## config.mk

```make
export PLATFORM = sky130hd
export DESIGN_NAME = y_adder1_flat
export DESIGN_NICKNAME = d
export VERILOG_FILES = /design/src/rtl/y_adder1_pkg.sv /design/src/rtl/y_adder1_if.sv /design/src/rtl/y_fa_cell.sv /design/src/rtl/y_adder1.sv /design/src/flat_wrapper.sv
export SDC_FILE = /design/constraint.sdc
export NUM_CORES = 1
export LEC_CHECK = 0
export CAP_MARGIN = 20
export CORE_AREA = 5 5 42 44
export CTS_CLUSTER_DIAMETER = 200
export DETAILED_ROUTE_END_ITERATION = 16
export DIE_AREA = 0 0 47 49
export PLACE_DENSITY = 0.37
export SKIP_CTS_REPAIR_TIMING = 1
export SYNTH_ARGS = -nofsm -noshare
export SYNTH_HDL_FRONTEND = slang
export SYNTH_SLANG_ARGS = --single-unit
```

## constraint.sdc

```tcl
create_clock -name clk -period 1.8 [get_ports clk]
set_input_delay 0.18 -clock clk [delete_from_list [all_inputs] [get_ports clk]]
set_output_delay 0.18 -clock clk [all_outputs]
set_load 0.05 [all_outputs]
```

## src/rtl/y_adder1_pkg.sv

```systemverilog
// Shared constants for the y_adder1 leaf adder cell.
// Holds the default and maximum supported operand width.
package y_adder1_pkg;

  localparam int WIDTH_DEFAULT = 1;
  localparam int WIDTH_MAX     = 64;

endpackage

```

## src/rtl/y_adder1_if.sv

```systemverilog
// Operand/result bundle for y_adder1; zero-latency sum plus a 1-cycle registered copy.
// No backpressure: the registered copy is overwritten whenever in_valid is seen.
interface y_adder1_if
  import y_adder1_pkg::*;
#(
  parameter int WIDTH = WIDTH_DEFAULT
);

  logic [WIDTH-1:0] a;
  logic [WIDTH-1:0] b;
  logic             cin;
  logic             in_valid;
  logic [WIDTH-1:0] z;
  logic             cout;
  logic [WIDTH-1:0] z_q;
  logic             cout_q;
  logic             out_valid;

  modport master (
    output a, b, cin, in_valid,
    input  z, cout, z_q, cout_q, out_valid
  );

  modport slave (
    input  a, b, cin, in_valid,
    output z, cout, z_q, cout_q, out_valid
  );

endinterface

```

## src/rtl/y_fa_cell.sv

```systemverilog
// One-bit full adder, the link of the ripple-carry chain.
// Purely combinational; no latency, no backpressure.
module y_fa_cell (
  input  logic a,
  input  logic b,
  input  logic cin,
  output logic s,
  output logic co
);

  assign s  = a ^ b ^ cin;
  assign co = (a & b) | (a & cin) | (b & cin);

endmodule

```

## src/rtl/y_adder1.sv

```systemverilog
// Ripple-carry adder: combinational z/cout at zero latency, registered z_q/cout_q/out_valid one cycle later.
// No backpressure: the output register loads on every in_valid and holds otherwise.
module y_adder1
  import y_adder1_pkg::*;
#(
  parameter int WIDTH = WIDTH_DEFAULT
) (
  input  logic       clk,
  input  logic       reset_n,
  y_adder1_if.slave  bus
);

  logic [WIDTH:0]   carry;
  logic [WIDTH-1:0] sum;

  assign carry[0] = bus.cin;

  for (genvar i = 0; i < WIDTH; i++) begin : g_chain
    y_fa_cell u_fa (
      .a   (bus.a[i]),
      .b   (bus.b[i]),
      .cin (carry[i]),
      .s   (sum[i]),
      .co  (carry[i+1])
    );
  end

  assign bus.z    = sum;
  assign bus.cout = carry[WIDTH];

  // Reset wins over in_valid; without in_valid the data registers hold.
  always_ff @(posedge clk) begin
    if (!reset_n) begin
      bus.z_q       <= '0;
      bus.cout_q    <= 1'b0;
      bus.out_valid <= 1'b0;
    end else begin
      bus.out_valid <= bus.in_valid;
      if (bus.in_valid) begin
        bus.z_q    <= sum;
        bus.cout_q <= carry[WIDTH];
      end
    end
  end

endmodule

```

## src/flat_wrapper.sv

```systemverilog
// flat-port wrapper written by rule: the top's interface ports become plain ports
module y_adder1_flat import y_adder1_pkg::*;
#(
  parameter int WIDTH = WIDTH_DEFAULT
)
  (clk, reset_n, bus_a, bus_b, bus_cin, bus_in_valid, bus_z, bus_cout, bus_z_q, bus_cout_q, bus_out_valid);
  y_adder1_if #(.WIDTH(WIDTH)) bus_i ();
  input  logic clk;
  input  logic reset_n;
  input wire logic [$bits(bus_i.a)-1:0] bus_a;
  input wire logic [$bits(bus_i.b)-1:0] bus_b;
  input wire logic [$bits(bus_i.cin)-1:0] bus_cin;
  input wire logic [$bits(bus_i.in_valid)-1:0] bus_in_valid;
  output wire logic [$bits(bus_i.z)-1:0] bus_z;
  output wire logic [$bits(bus_i.cout)-1:0] bus_cout;
  output wire logic [$bits(bus_i.z_q)-1:0] bus_z_q;
  output wire logic [$bits(bus_i.cout_q)-1:0] bus_cout_q;
  output wire logic [$bits(bus_i.out_valid)-1:0] bus_out_valid;
  assign bus_i.a = bus_a;
  assign bus_i.b = bus_b;
  assign bus_i.cin = bus_cin;
  assign bus_i.in_valid = bus_in_valid;
  assign bus_z = bus_i.z;
  assign bus_cout = bus_i.cout;
  assign bus_z_q = bus_i.z_q;
  assign bus_cout_q = bus_i.cout_q;
  assign bus_out_valid = bus_i.out_valid;
  y_adder1 #(.WIDTH(WIDTH)) u_core (.clk(clk), .reset_n(reset_n), .bus(bus_i));
endmodule
```

==> metrics.log <==
INFO  metric drcViolationCount = 0
INFO  metric dieArea = 2300 um2
INFO  metric detailroute.via_count = 120
INFO  metric cp_data_arrival_time = 1.39 ns
INFO  metric yosys_warnings = 0
INFO  metric place_congestion = 0.663
INFO  metric drtPass1Iterations = 2
INFO  metric number_of_antenna_violations_at_the_first_check_in_global_routing = 0
INFO  metric fin_crit = 1.57 ns
INFO  metric die_w = 47 um
INFO  metric start_kind = primary input
INFO  metric outcome = finished clean
INFO  metric total_global_routing_overflow = 0
INFO  metric postSynthAreaPerCell = 13.3 um2
INFO  metric ir_worst_vdd = 0.214 mV
INFO  metric fin_crit_sh = 0.871
INFO  metric timing.critical_path.to_type = primary output
INFO  metric postRouteWirelength = 334 um
INFO  metric dp.cells = 35
INFO  metric max_cap_violations = 0
INFO  metric fin_nets = 31
INFO  metric tns = 0 ns
INFO  metric track_usage = 0.0459
INFO  metric root_buffer = sky130_fd_sc_hd__clkbuf_4
INFO  metric antenna_violating_nets_post_route = 0
INFO  metric final_layout_size_suffix_gt1_frac = 0.261
INFO  metric hold_viol = 0
INFO  metric routed_wire_length_per_instance = 8.56 um
INFO  metric yosys.cell_types.count = 5
INFO  metric first_global_vias = 141
INFO  metric grt_pass1_wl = 614 um
INFO  metric area_growth_syn_to_layout = 128%
INFO  metric numClockSinks = 3
INFO  metric fmax = 0.638 GHz
INFO  metric finClkSkew = 0 ns
INFO  metric cts_tree = built
INFO  metric syn_inst = 9
INFO  metric slew_violations = 0
INFO  metric grt_setup_unrepaired = no
INFO  metric vertical_extent_of_the_die = 49 um
INFO  metric critical_path_peak_fanout = 2
INFO  metric layout.cells.non_filler = 39
INFO  metric clock_latency = 0.23 ns
INFO  metric grt_max_degree = 4
INFO  metric worst_tran_pin_value = 0.493 ns
INFO  metric slew-limit-headroom = 0.670
INFO  metric fp.coreArea = 1400 um2
INFO  metric cp.required = 1.62 ns
INFO  metric p_leak = 0.110 nW
INFO  metric clock_tree.buffer_depth = 2
INFO  metric mostFrequentLayoutCell = sky130_fd_sc_hd__clkdlybuf4s50_1
INFO  metric placementRows = 14
INFO  metric num_io_pins = 11
INFO  metric synth_fp_nets = 16
INFO  metric clock_buffer_count_from_cts = 3
INFO  metric num_antenna_cells = 0
INFO  metric setup_viol = 0
INFO  metric io_buffer_count = 10
INFO  metric ys_ff_latch = 3
INFO  metric seq_area_frac_synth = 0.500
INFO  metric detail_route.iter0.violations = 1
INFO  metric worst-setup-path-type = primary input to primary output
INFO  metric clk_pin_slew = 0.04 ns
INFO  metric synth_area = 120 um2
INFO  metric ctsHtreeMaxLevel = 1
INFO  metric layout_common_cells = sky130_fd_sc_hd__clkdlybuf4s50_1 (8), sky130_fd_sc_hd__clkbuf_4 (3), sky130_fd_sc_hd__dfxtp_1 (3), sky130_fd_sc_hd__mux2i_1 (2), sky130_fd_sc_hd__nor2b_1 (2)
INFO  metric avg_vias_per_cell = 3.08
INFO  metric initial_cell_density_of_the_core = 0.0857
INFO  metric hold_path.class = flip-flop to flip-flop
INFO  metric power.density_cell_area = 1030 nW/um2
## synthesized netlist by cell type, drive strengths merged
cell type | number | area, um2
mux2i | 2 | 20.0
and2 | 1 | 7.51
dfxtp | 3 | 60.1
nor2b | 2 | 12.5
fa | 1 | 20.0
## cell families (layout without fill, tap and decap cells)
group / count (synthesis) / in the layout / synth area share
multiplexers: 2 / 2 / 0.167
flip-flops: 3 / 3 / 0.500
adder cells (fa/ha/maj): 1 / 1 / 0.167
AND/OR/NAND/NOR: 3 / 3 / 0.167
buffers and inverters: 0 / 14 / 0
## sequential cells by signal, indices dropped and copies added, names as in the netlist
| signal | cells |
|---|---|
| u_core.bus.z_q | 1 |
| u_core.bus.cout_q | 1 |
| u_core.bus.out_valid | 1 |
## layer usage
| layer | up-vias | global-route usage | part of all wire |
|---|---|---|---|
| met5 | - | 0 | 0 |
| met4 | 0 | 0.0415 | 0 |
| met3 | 0 | 0.0701 | 0.19 |
| met2 | 11 | 0.0362 | 0.29 |
| met1 | 52 | 0.0465 | 0.52 |
| li1 | 57 | - | - |
## path summary, 6_finish.rpt
kind                startpoint           endpoint  slack, ns  depth (start not counted)
max                    bus_cin              bus_z       0.23                          3
min             u_core.bus.z_q     u_core.bus.z_q       0.53                          2
max reg2reg  u_core.bus.cout_q  u_core.bus.cout_q       1.20                          2
min reg2reg     u_core.bus.z_q     u_core.bus.z_q       0.53                          2
## report_power, final
part | switching [mW] | leakage, nW | total, mW | internal [mW]
Combinational | 0.0499 | 0.0705 | 0.0905 | 0.0406
Sequential | 0.00240 | 0.0249 | 0.0742 | 0.0718
Clock | 0.0341 | 0.0150 | 0.117 | 0.0830
Total | 0.0864 | 0.110 | 0.282 | 0.195
## through the flow
stage / area (um2) / setup WS (ns) / total power, mW / util / hold slack, ns
detailed placement: 248 / 0.224 / 0.167 / 0.177 / 0.523
global route: 274 / 0.185 / 0.299 / 0.196 / 0.541
CTS: 274 / 0.224 / 0.289 / 0.196 / 0.531
finish: 274 / 0.233 / 0.282 / 0.196 / 0.531
global placement: 248 / 0.230 / 0.166 / 0.177 / 0.503
floorplan: 120 / 0.447 / 0.125 / - / 0.308
## worst max-delay path: stages
cell and delay, ns:
sky130_fd_sc_hd__clkdlybuf4s50_1 0.43, sky130_fd_sc_hd__fa_1 0.62, sky130_fd_sc_hd__buf_12 0.16
## final cells by class
type                       count  area (um2)
fill                         162        1130
timing repair buffer          10         108
sequential                     3        60.1
multi-input combinational      6        60.1
clock buffer                   4        26.3
tap                           16        20.0
No activity file was read; power rests on OpenSTA's default activity.
